File: src/rtl/pipeline_hazard_controller.sv
// Pipeline hazard controller: load-use / branch-operand stalls, taken-branch flush, memory freeze and timeout.
// Optional macro HAZARD_STALL_COUNT_EN adds the 16-bit stallCycles counter output.
module pipeline_hazard_controller #(
    parameter int MEM_TIMEOUT = 255
) (
    input  logic       clk,
    input  logic       rst_n,
    input  logic [4:0] rsID,
    input  logic [4:0] rtID,
    input  logic       useRtID,
    input  logic       branchID,
    input  logic       branchTakenID,
    input  logic [4:0] destEX,
    input  logic       regWriteEX,
    input  logic       memReadEX,
    input  logic [4:0] destMEM,
    input  logic       memReadMEM,
    input  logic       memReady,
    output logic       pcWrite,
    output logic       ifidWrite,
    output logic       idexBubble,
    output logic       ifidFlush,
    output logic       pipeWrite,
    output logic [1:0] state,
    output logic       memTimeout
`ifdef HAZARD_STALL_COUNT_EN
    ,
    output logic [15:0] stallCycles
`endif
);

    localparam logic [1:0] ST_RUN    = 2'd0;
    localparam logic [1:0] ST_FREEZE = 2'd1;
    localparam logic [1:0] ST_FLUSH  = 2'd2;

    localparam logic [7:0] WAIT_LIMIT = 8'(MEM_TIMEOUT);

    logic       ex_match;
    logic       mem_match;
    logic       hazard;
    logic       taken;
    logic       started;
    logic       pending_flush;
    logic       next_pending;
    logic [1:0] next_state;
    logic [7:0] wait_cnt;

    assign ex_match  = (destEX != 5'd0) &&
                       ((destEX == rsID) || (useRtID && (destEX == rtID)));
    assign mem_match = (destMEM != 5'd0) &&
                       ((destMEM == rsID) || (useRtID && (destMEM == rtID)));

    assign hazard = (memReadEX && ex_match) ||
                    (branchID && regWriteEX && ex_match) ||
                    (branchID && memReadMEM && mem_match);

    assign taken = branchID && branchTakenID && !hazard;

    // Outputs stay quiet until the first clock edge after reset release (started).
    always_comb begin
        pcWrite      = 1'b0;
        ifidWrite    = 1'b0;
        idexBubble   = 1'b0;
        ifidFlush    = 1'b0;
        pipeWrite    = 1'b0;
        next_state   = state;
        next_pending = pending_flush;

        if (!rst_n || !started) begin
            next_state   = ST_RUN;
            next_pending = 1'b0;
        end else if (!memReady) begin
            next_state = ST_FREEZE;
            if (taken) begin
                next_pending = 1'b1;
            end
        end else begin
            next_pending = 1'b0;
            pipeWrite    = 1'b1;
            if (hazard) begin
                idexBubble = 1'b1;
            end else begin
                pcWrite   = 1'b1;
                ifidWrite = 1'b1;
            end
            // A flush cycle never flushes again; a taken branch there just extends FLUSH.
            if (pending_flush || (taken && (state != ST_FLUSH))) begin
                ifidFlush = 1'b1;
            end
            if (ifidFlush || taken) begin
                next_state = ST_FLUSH;
            end else begin
                next_state = ST_RUN;
            end
        end
    end

    always_ff @(posedge clk or negedge rst_n) begin
        if (!rst_n) begin
            started       <= 1'b0;
            state         <= ST_RUN;
            pending_flush <= 1'b0;
            wait_cnt      <= 8'd0;
            memTimeout    <= 1'b0;
        end else begin
            started       <= 1'b1;
            state         <= next_state;
            pending_flush <= next_pending;
            if (started) begin
                if (memReady) begin
                    wait_cnt <= 8'd0;
                end else if (wait_cnt != WAIT_LIMIT) begin
                    wait_cnt <= wait_cnt + 8'd1;
                end
                if (wait_cnt == WAIT_LIMIT) begin
                    memTimeout <= 1'b1;
                end
            end
        end
    end

`ifdef HAZARD_STALL_COUNT_EN
    always_ff @(posedge clk or negedge rst_n) begin
        if (!rst_n) begin
            stallCycles <= 16'd0;
        end else if (started && !pcWrite && (stallCycles != 16'hFFFF)) begin
            stallCycles <= stallCycles + 16'd1;
        end
    end
`endif

endmodule
File: config.mk
export PLATFORM = sky130hd
export DESIGN_NAME = pipeline_hazard_controller
export DESIGN_NICKNAME = d
export VERILOG_FILES = /design/src/rtl/pipeline_hazard_controller.sv
export SDC_FILE = /design/constraint.sdc
export NUM_CORES = 1
export LEC_CHECK = 0
export ABC_AREA = 1
export CAP_MARGIN = 20
export CELL_PAD_IN_SITES_DETAIL_PLACEMENT = 1
export CELL_PAD_IN_SITES_GLOBAL_PLACEMENT = 1
export CORE_ASPECT_RATIO = 0.75
export CORE_MARGIN = 8
export CORE_UTILIZATION = 27
export DETAILED_ROUTE_END_ITERATION = 7
export PLACE_DENSITY = 0.81
export SLEW_MARGIN = 20
export SYNTH_ARGS = -nofsm -noshare
export SYNTH_HDL_FRONTEND = slang
export SYNTH_SLANG_ARGS = --single-unit
File: constraint.sdc
create_clock -name clk -period 1.4 [get_ports clk]
set_input_delay 0.14 -clock clk [delete_from_list [all_inputs] [get_ports clk]]
set_output_delay 0.14 -clock clk [all_outputs]
set_load 0.05 [all_outputs]
==> summary.md, run 1 <==
| Metric | Value |
|---|---|
| Max_cap viols | `0` |
| CP startpoint kind | `register` |
| Failing checks | `setup timing` |
| Drt total wl | `4470 um` |
| Setup CP Type | `register to register` |
| R2r setup slk | `-0.005 ns` |
| FILL cells | `483` |
| Die height | `70.5 um` |
| Storage cell area | `327 sq um` |
| CP Buf/Inv Count | `1` |
| DIE WIDTH | `88.6 um` |
| Share of layout cells above drive strength 1 | `0.539` |
| Total grt overflow | `0` |
| Outcome | `finished with violations` |
| Final setup vio count | `2` |
| Net Sw Frac | `0.333` |
| Worst vdd ir | `0.415 mV` |
| H-tree depth | `1` |
| Sequential area share after synthesis | `0.304` |
| Fin crit share | `1.00` |
| Ant diodes | `0` |
| Residual DRC | `0` |
| Post-synthesis area per instance | `5.94 sq um` |
| Wire per inst | `15.1 um` |
| Total clock buffers created by CTS | `3` |
| RePlAce Congestion | `0.828` |
| DR vias | `1336` |
| Vias/cell | `4.50` |
| Worst r2r path cells | `8` |
| Initial Util | `0.286` |
| Clk slew on worst S/H paths | `0.06 ns` |
| Worst min path class | `primary input to async pin` |
| Max frequency | `0.712 GHz` |
| Finished Core Util | `0.529` |
| Clk root buf | `clkbuf_8` |
| Clock sink total | `13` |
| Warnings, synthesis | `0` |
| Worst R2R Start | `wait_cnt[0]` |
| Gate Count Post-Synth | `180` |
| WP data required | `1.58 ns` |
| Synth Cell Area | `0.00107 sq mm` |
| Final hold viol count | `0` |
| Family with the most delay on the worst path | `simple AND/OR/NAND/NOR gates` |
| Slowest Stage Delay on Critical Path | `0.39 ns` |
| Setup TNS | `-0.00688 ns` |
| Hpwl dp | `3210 um` |
| P per Cell Area | `600 mW/mm^2` |
| First-pass GRT wire length | `6550 um` |
| Area Growth Syn to Fin | `84.8%` |
| Clock share of power | `0.291` |
| Crit Path Max Fanout | `5` |
| Final instance count without filler cells | `297` |
| Clk buf depth | `2` |
| Critical path arrival | `1.58 ns` |
| Combinational Power Share | `0.367` |
| Total power | `0.00118 W` |
| RSZ-0062 raised after global routing | `true` |
| ANT nets after route | `0` |
| PortBufs | `36` |
| Commonest non-fill, non-tap cells in the layout | `nand2_1 (49), buf_4 (30), nand2_2 (20), inv_1 (15), dfrtp_1 (12)` |
| Initial DRT Pass Iterations | `4` |
| CP Capture Type | `register` |
| Net Count, Synth | `210` |
| Pin count of the biggest net entering global routing | `14` |
| Pre-CTS setup slack | `-0.557 ns` |
| Register bit total from synthesis | `13` |
| CP Cell Sequence | `ha_2 -> nand4_1 -> inv_1 -> nand3_2 -> nand2_4 -> nor3_4 -> nand2_1 -> a21oi_2` |
| Critical R2R Capture | `wait_cnt[4]` |
| Inst Count DP | `282` |
| Area occupied by multi-input gates | `786 sq um` |
| Post-layout minimum cycle time | `1.40 ns` |
| CTS tree | `yes` |
| Final Net Count | `276` |
| Initial antenna violation count | `0` |
| CP max-delay cell | `dfrtp_1` |
| FP Rows | `19` |
| Clock insertion delay at the later pin of the skew report | `0.25 ns` |
| Register share of total power | `0.342` |
| Gr usage total | `0.133` |
| Die Area | `0.00625 sq mm` |
| DR iter-0 viols | `46` |
| Commonest non-fill, non-tap cell in the layout | `nand2_1` |
| Fin. max-slew vios | `0` |
| Sw Pwr | `0.000394 W` |
| Hold_buf cts | `0` |
| Static Leak | `1.04 nW` |
| Vias in the first global route | `1380` |
| Yosys cell types | `25` |
| Setup WS post-layout | `-0.00463 ns` |
| Core area | `0.00373 sq mm` |
| Int Pwr | `0.000790 W` |
| Clock Skews | `0.00352 ns` |
| IO Pins | `37` |
[per-layer routing]
layer	vias to the layer above	GRT usage	routed length, um
met4	0	0.0449	42
met2	23	0.200	2280
met5	-	0	0
met3	4	0.0304	153
met1	635	0.179	2000
li1	674	-	-
[stage by stage]
step / hold WS (ns) / area [sq um]
floorplan: -0.156 / 1100
global placement: 0.524 / 1680
detailed placement: 0.525 / 1680
CTS: 0.0174 / 1710
global route: 0.0800 / 1970
finish: 0.0638 / 1970
[final cells by class]
class / count / area share
multi-input cells: 130 / 0.398
repair buffers: 62 / 0.299
flip-flops and latches: 13 / 0.165
inverters: 36 / 0.0811
well taps: 52 / 0.0330
clock buffers: 3 / 0.0209
clock inverters: 1 / 0.00253
[power by group through the flow]
stage / combinational (W) / clock, W / sequential [W]
4_1_cts: 0.000348 / 0.000350 / 0.000403
5_1_grt: 0.000473 / 0.000371 / 0.000406
3_5_place_dp: 0.000348 / 0 / 0.000410
3_3_place_gp: 0.000340 / 0 / 0.000410
6_report: 0.000435 / 0.000345 / 0.000405
2_1_floorplan: 0.000146 / 0 / 0.000414
[how the worst max path moves through the flow]
stage / from / endpoint / slack, ns / depth (start not counted)
after floorplan: started / pcWrite / -0.17 / 5
after global placement: rtID[0] / ifidFlush / -0.48 / 12
after detailed placement: destMEM[2] / ifidFlush / -0.56 / 11
after CTS: destMEM[4] / ifidFlush / -0.02 / 11
after global routing: wait_cnt[0] / wait_cnt[3] / -0.09 / 8
final: wait_cnt[0] / wait_cnt[4] / -0.005 / 8
[cell families (layout without fill, tap and decap cells)]
group	Yosys count	count (layout)	synth area share
buffers and inverters	37	102	0.136
other	1	1	0.00351
adder cells (fa/ha/maj)	1	1	0.0117
flip-flops	13	13	0.304
XOR/XNOR	3	3	0.0246
AO/OA/AOI/OAI	15	15	0.0867
AND/OR/NAND/NOR	110	110	0.433
[registers in the layout (all words and copies together), names as in the netlist]
signal and count:
pending_flush 1, started 1, memTimeout 1, state 2, wait_cnt 8
[synthesized netlist by cell type, drive strengths merged]
library cell,instances,share of area
nand2,72,0.26
inv,36,0.13
nor2,21,0.078
dfrtp,13,0.30
nand3,13,0.066
o21ai,6,0.028
a21oi,5,0.030
xnor2,3,0.025
nor3,2,0.0094
a21boi,1,0.0070
a31o,1,0.0082
buf,1,0.0070
conb,1,0.0035
ha,1,0.012
nand4,1,0.0059
nor3b,1,0.012
o21a,1,0.0070
o22ai,1,0.0059
[what timing repair did]
action,4_1_cts,5_1_grt
resized for setup,117,75
buffers inserted,4,7
pin swaps,30,24
endpoints found under the setup margin,7,11
gates cloned,0,0
endpoints found under the hold margin,0,0
(Power assumes the default switching activity.)
==> run 2: changes to the inputs <==
- CAP_MARGIN: 20 -> default
- CORE_MARGIN: 8 -> 3
==> summary.md, run 2 (synthesis gave the netlist of run 1 again) <==
| Metric | Value |
|---|---|
| Gr usage total | `0.171 (+0.0384)` |
| Combinational Power Share | `0.346 (-0.021)` |
| Core area | `0.00373 sq mm (unchanged)` |
| Clock share of power | `0.298 (+0.007)` |
| Static Leak | `0.995 nW (-4.1%)` |
| Area Growth Syn to Fin | `73.9%` |
| Share of layout cells above drive strength 1 | `0.492 (-0.0470)` |
| IO Pins | `37 (unchanged)` |
| RSZ-0062 raised after global routing | `true` |
| Outcome | `finished with violations` |
| CP most frequent cell | `nor2_1` |
| DR iter-0 viols | `58 (+26%)` |
| Post-layout minimum cycle time | `1.45 ns (+0.0450 ns)` |
| Clock insertion delay at the later pin of the skew report | `0.24 ns (about the same)` |
| Int Pwr | `0.000764 W (-3.2%)` |
| CP max-delay cell | `dfrtp_1` |
| Clk root buf | `clkbuf_8` |
| Hpwl dp | `2980 um (-7.4%)` |
| CP Buf/Inv Count | `1 (unchanged)` |
| Family with the most delay on the worst path | `simple AND/OR/NAND/NOR gates` |
| Critical path arrival | `1.58 ns (about the same)` |
| Total clock buffers created by CTS | `3 (unchanged)` |
| RePlAce Congestion | `0.797 (-3.8%)` |
| Met2 wire length | `2000 um (-12%)` |
| Crit Path Max Fanout | `3 (-2)` |
| Vias/cell | `4.50 (about the same)` |
| WL met1 | `1910 um (-4.8%)` |
| Drt total wl | `4140 um (-7.3%)` |
| Final setup vio count | `6 (+4)` |
| Wire length on met3 | `174 um (+14%)` |
| PortBufs | `36 (unchanged)` |
| Die height | `60.5 um (-14%)` |
| FP Rows | `19 (unchanged)` |
| Setup WS post-layout | `-0.0496 ns (-0.0450 ns)` |
| Commonest non-fill, non-tap cell in the layout | `nand2_1` |
| Clk slew on worst S/H paths | `0.06 ns (about the same)` |
| Commonest non-fill, non-tap cells in the layout | `nand2_1 (57), buf_4 (28), inv_2 (16), inv_1 (15), nor2_1 (13)` |
| Pre-CTS setup slack | `-0.475 ns (+0.0822 ns)` |
| DIE WIDTH | `78.6 um (-11%)` |
| Min Hold Slack | `0.0558 ns (-0.00803 ns)` |
| CP Capture Type | `register` |
| Total grt overflow | `0 (unchanged)` |
| Max FFs per register | `8 (unchanged)` |
| First-pass GRT wire length | `6420 um (-2.0%)` |
| Register share of total power | `0.356 (+0.014)` |
| CP startpoint kind | `register` |
| Initial DRT Pass Iterations | `4 (unchanged)` |
| Pin count of the biggest net entering global routing | `14 (unchanged)` |
| Vias in the first global route | `1386 (+0.43%)` |
| Hold_buf cts | `0 (unchanged)` |
| CP Cell Sequence | `buf_4 -> nand3_1 -> nor2_1 -> nand2_1 -> nor2_4 -> xnor2_2 -> nor2_1` |
| Failing checks | `setup timing` |
| Sw Pwr | `0.000371 W (-5.9%)` |
| Largest registers | `wait_cnt (8), state (2)` |
| Worst vdd ir | `0.372 mV (-10%)` |
| Fin crit share | `1.04 (+0.0321)` |
| Wire per inst | `14.1 um (-6.4%)` |
| DR vias | `1322 (-1.0%)` |
| CTS tree | `yes` |
| Max frequency | `0.690 GHz (-3.1%)` |
| Ant diodes | `0 (unchanged)` |
| Die Area | `0.00476 sq mm (-24%)` |
| P per Cell Area | `611 mW/mm^2 (+1.9%)` |
| Worst min path class | `primary input to async pin` |
| ANT nets after route | `0 (unchanged)` |
| Initial antenna violation count | `0 (unchanged)` |
| Register bank with the most flops | `wait_cnt` |
| Residual DRC | `0 (unchanged)` |
| Max_cap viols | `0 (unchanged)` |
| Initial Util | `0.286 (unchanged)` |
| H-tree depth | `1 (unchanged)` |
| WP data required | `1.53 ns (-0.05 ns)` |
| Max Used Layer | `met4` |
| Clk buf depth | `2 (unchanged)` |
| Final hold viol count | `0 (unchanged)` |
| Final Net Count | `273 (-1.1%)` |
| Setup CP Type | `register to register` |
| Clock sink total | `13 (unchanged)` |
| Fin. max-slew vios | `0 (unchanged)` |
| Net Sw Frac | `0.327 (-0.00617)` |
| Clock Skews | `0.00432 ns (+0.000806 ns)` |
| Slowest Stage Delay on Critical Path | `0.39 ns (about the same)` |
[run 2: changes by cell type in the layout (fill, tap and decap cells not counted), moves of 5 or more]
cell | previous run | this run
buf_2 | 4 | 10
nand2_2 | 20 | 12
inv_4 | 10 | 5
buf_6 | 11 | 6
nand2_1 | 49 | 57
inv_2 | 11 | 16
[run 2: layout make-up]
class	instances	area (sq um)
Tap cell	52	65.1
Clock buffer	4	45.0
Inverter	36	148
Multi-Input combinational cell	130	756
Sequential cell	13	327
Timing Repair Buffer	59	518
Fill cell	490	1870
[run 2: metal layers]
| layer | vias up | global-route usage |
|---|---|---|
| li1 | 672 | - |
| met1 | 613 | 0.235 |
| met2 | 31 | 0.300 |
| met3 | 6 | 0.0148 |
| met4 | 0 | 0.0374 |
| met5 | - | 0 |
[run 2: worst paths after layout]
check	start	to	slack, ns	cells past startpoint
setup / recovery	wait_cnt[0]	wait_cnt[5]	-0.05	7
setup reg to reg	wait_cnt[0]	wait_cnt[5]	-0.05	7
min in group clk	memReady	state[0]	0.36	3
hold / removal	rst_n	wait_cnt[4]	0.06	2
max in group asynchronous	rst_n	started	1.17	2
hold reg to reg	wait_cnt[7]	wait_cnt[7]	0.54	2
[run 2: metrics by stage]
stage / setup TNS [ns] / utilization / instances / area (sq um) / power, W
2_1_floorplan: -0.322 / - / 180 / 1100 / 0.000560
3_3_place_gp: -2.23 / 0.455 / 284 / 1700 / 0.000750
3_5_place_dp: -2.55 / 0.455 / 284 / 1700 / 0.000760
4_1_cts: 0 / 0.475 / 292 / 1770 / 0.00110
5_1_grt: -0.873 / 0.498 / 294 / 1860 / 0.00120
6_report: -0.169 / 0.498 / 294 / 1860 / 0.00114
[run 2: what timing repair did]
item                       4_1_cts  5_1_grt
resized for setup              132       34
setup buffers                    4        2
pin swaps                       27       29
setup endpoints to repair       11       12
[run 2: power groups by stage]
stage          registers (W)  logic, W  clock network [W]
3_5_place_dp        0.000412  0.000348                  0
2_1_floorplan       0.000414  0.000146                  0
6_report            0.000404  0.000393           0.000338
5_1_grt             0.000406  0.000434           0.000358
3_3_place_gp        0.000409  0.000340                  0
4_1_cts             0.000403  0.000356           0.000345
==> run 3: changes to the inputs <==
- ABC_AREA: 1 -> default
- CORE_UTILIZATION: 27 -> 28
- PLACE_DENSITY: 0.81 -> 0.79
==> summary.md, run 3 <==
| Metric | Value |
|---|---|
| Drt total wl | `5810 um (+40%)` |
| Most frequent cell after synthesis | `nand2_1` |
| DIE WIDTH | `73.7 um (-6.3%)` |
| Setup TNS | `-3.23 ns (-3.06 ns)` |
| Area occupied by multi-input gates | `820 sq um (+8.4%)` |
| Area Growth Syn to Fin | `111%` |
| CTS tree | `yes` |
| Post-synthesis area per instance | `9.34 sq um (+57%)` |
| CP Buf/Inv Count | `3 (+2)` |
| Max FFs per register | `8 (unchanged)` |
| Outcome | `finished with violations` |
| Worst vdd ir | `0.684 mV (+84%)` |
| Async SR Flop Fraction | `1.00 (unchanged)` |
| RSZ-0062 raised after global routing | `true` |
| Final Cell Area | `0.00203 sq mm (+9.2%)` |
| Initial Util | `0.310 (+0.0235)` |
| Post-synth EDFFs | `0 (unchanged)` |
| Total grt overflow | `0 (unchanged)` |
| Commonest cells post-synth | `nand2_1 (15), dfrtp_1 (13), xnor2_1 (13)` |
| Gr usage total | `0.243 (+0.0717)` |
| P per Cell Area | `696 mW/mm^2 (+14%)` |
| Gate Count Post-Synth | `103 (-43%)` |
| Post-Synth Adder-Cell Area | `0.0130 (+0.00129)` |
| Register bank with the most flops | `wait_cnt` |
| Post-synth top area share | `0.338 (+0.0337)` |
| RePlAce Congestion | `0.890 (+12%)` |
| Family with the most delay on the worst path | `compound AO/OA/AOI/OAI gates` |
| Clk buf depth | `2 (unchanged)` |
| Crit path launch | `destMEM[3]` |
| Commonest non-fill, non-tap cells in the layout | `buf_4 (43), buf_6 (14), nand2_1 (13), xnor2_1 (12), dfrtp_1 (12)` |
| Total power | `0.00141 W (+24%)` |
| Hpwl dp | `3300 um (+11%)` |
| Static Leak | `0.887 nW (-11%)` |
| Vias/cell | `5.36 (+19%)` |
| Total clock buffers created by CTS | `3 (unchanged)` |
| Critical path arrival | `1.75 ns (+0.17 ns)` |
| Final instance count without filler cells | `229 (-22%)` |
| CP Cell Sequence | `buf_6 -> or4_4 -> o211ai_2 -> o32ai_4 -> buf_6 -> o41ai_4 -> buf_12` |
| Slowest Stage Delay on Critical Path | `0.53 ns (+0.14 ns)` |
| WP data required | `1.26 ns (-0.27 ns)` |
| Leading area contributor after synthesis | `dfrtp_1` |
| Register bit total from synthesis | `13 (unchanged)` |
| Finished Core Util | `0.654 (+0.156)` |
| Clk slew on worst S/H paths | `0.07 ns (about the same)` |
| CP max-delay cell | `or4_4` |
| Sequential area share after synthesis | `0.338 (+0.0337)` |
| CP most frequent cell | `buf_6` |
| Area contributors post-synth | `dfrtp_1 (34%), xnor2_1 (12%), xor2_1 (8.2%)` |
| Clock Skews | `0.0185 ns (+0.0142 ns)` |
| Worst min path class | `primary input to async pin` |
| Commonest non-fill, non-tap cell in the layout | `buf_4` |
| Clock insertion delay at the later pin of the skew report | `0.26 ns (+0.02 ns)` |
| Dominant synthesized flop cell | `dfrtp_1` |
| Net Count, Synth | `133 (-37%)` |
| Core area | `0.00311 sq mm (-17%)` |
| Residual DRC | `0 (unchanged)` |
| Clk root buf | `clkbuf_8` |
| FILL cells | `328 (-33%)` |
| Crit Path Max Fanout | `2 (-1)` |
| PortBufs | `36 (unchanged)` |
| Share of layout cells above drive strength 1 | `0.584 (+0.0925)` |
| Yosys cell types | `35 (+40%)` |
| Largest family of logic cells by synthesized area | `simple AND/OR/NAND/NOR gates` |
| CP Capture Type | `primary output` |
| Post-layout minimum cycle time | `1.89 ns (+0.437 ns)` |
| First-pass GRT wire length | `7420 um (+16%)` |
| Wire per inst | `25.4 um (+80%)` |
| Hold_buf cts | `0 (unchanged)` |
| FP Rows | `17 (-2)` |
| Largest registers | `wait_cnt (8), state (2)` |
| DR iter-0 viols | `53 (-8.6%)` |
| Fin. max-slew vios | `0 (unchanged)` |
| Compound-Gate Fraction of Synth Area | `0.183 (+0.0967)` |
| Worst R2R Start | `started` |
| Fin crit share | `1.35 (+0.312)` |
| Warnings, synthesis | `0 (unchanged)` |
| H-tree depth | `1 (unchanged)` |
| Storage cell area | `327 sq um (unchanged)` |
| Clock sink total | `13 (unchanged)` |
| Setup WS post-layout | `-0.486 ns (-0.437 ns)` |
| Vias in the first global route | `1390 (+0.29%)` |
| IO Pins | `37 (unchanged)` |
| Failing checks | `setup timing` |
| Die height | `56.8 um (-6.1%)` |
| Final setup vio count | `14 (+8)` |
| CP startpoint kind | `primary input` |
| Placed cell areas | `0.00172 sq mm (+1.1%)` |
| Final hold viol count | `0 (unchanged)` |
| Worst r2r path cells | `7 (unchanged)` |
| Pin count of the biggest net entering global routing | `15 (+1)` |
| DR vias | `1227 (-7.2%)` |
| Max_cap viols | `0 (unchanged)` |
| Initial antenna violation count | `1 (+1)` |
| Fraction of synthesized cell area in xor and xnor cells | `0.200 (+0.176)` |
| Die Area | `0.00418 sq mm (-12%)` |
| Synth Cell Area | `962 sq um (-10%)` |
| Multiplexer area fraction after synthesis | `0.0221 (+0.0221)` |
| Inst Count DP | `213 (-25%)` |
| Setup CP Type | `primary input to primary output` |
| Initial DRT Pass Iterations | `5 (+1)` |
| Max frequency | `0.530 GHz (-23%)` |
| Post-synthesis simple-gate area fraction | `0.202 (-0.232)` |
| ANT nets after route | `0 (unchanged)` |
| Critical path depth | `7 (unchanged)` |
| Final Net Count | `221 (-19%)` |
## run 3: changes by cell type after synthesis, moves of 2 or more
cell	previous run	this run
a21oi_1	3	7
a21oi_2	2	0
inv_1	35	1
nand2_1	70	15
nand3_1	12	4
nor2_1	19	6
nor2_2	2	0
nor3_1	2	4
nor4_1	0	2
xnor2_1	3	13
xor2_1	0	9
## run 3: path summary, 6_finish.rpt
check | endpoint | slack [ns]
setup / recovery | ifidFlush | -0.49
hold reg to reg | pending_flush | 0.51
hold / removal | wait_cnt[5] | 0.08
setup reg to reg | wait_cnt[7] | -0.20
min in group clk | wait_cnt[7] | 0.46
max in group asynchronous | state[0] | 1.10
## run 3: logic make-up (layout without fill, tap and decap cells)
kind of cell             Yosys count  count (layout)
AO/OA/AOI/OAI                     21              21
XOR/XNOR                          22              22
adder cells (fa/ha/maj)            1               1
buffers and inverters              4              91
flip-flops                        13              13
multiplexers                       2               2
other                              1               2
AND/OR/NAND/NOR                   39              39
## run 3: per-layer routing
| metal | vias to the layer above | wire length [um] | track usage |
|---|---|---|---|
| met5 | - | 0 | 0 |
| li1 | 536 | - | - |
| met1 | 612 | 2310 | 0.256 |
| met2 | 48 | 2880 | 0.436 |
| met4 | 0 | 380 | 0.137 |
| met3 | 31 | 236 | 0.0537 |
## run 3: what timing repair did
| item | in CTS | in global routing |
|---|---|---|
| endpoints found under the setup margin | 15 | 15 |
| resized for setup | 84 | 34 |
| pin swaps | 16 | 12 |
| buffers inserted | 6 | 8 |
## run 3: stage by stage
step                      setup WS, ns  hold WS [ns]
after floorplan                 -0.325        -0.156
after global placement          -0.715         0.488
after detailed placement        -0.823         0.504
after CTS                       -0.569        0.0166
after global routing            -0.552        0.0906
final                           -0.486        0.0822
## run 3: power breakdown
part	leakage [nW]	internal, W	switching (W)	total (W)
sequential	0.174	0.000408	0.0000378	0.000446
combinational	0.691	0.000301	0.000296	0.000597
clock	0.0228	0.000202	0.000167	0.000369
total	0.887	0.000911	0.000501	0.00141
## run 3: area by class of cell
cell class              instances  area share
well taps                      38      0.0234
repair buffers                 86       0.387
diodes                          1     0.00123
inverters                       1     0.00185
multi-input cells              86       0.404
flip-flops and latches         13       0.161
clock buffers                   4      0.0222
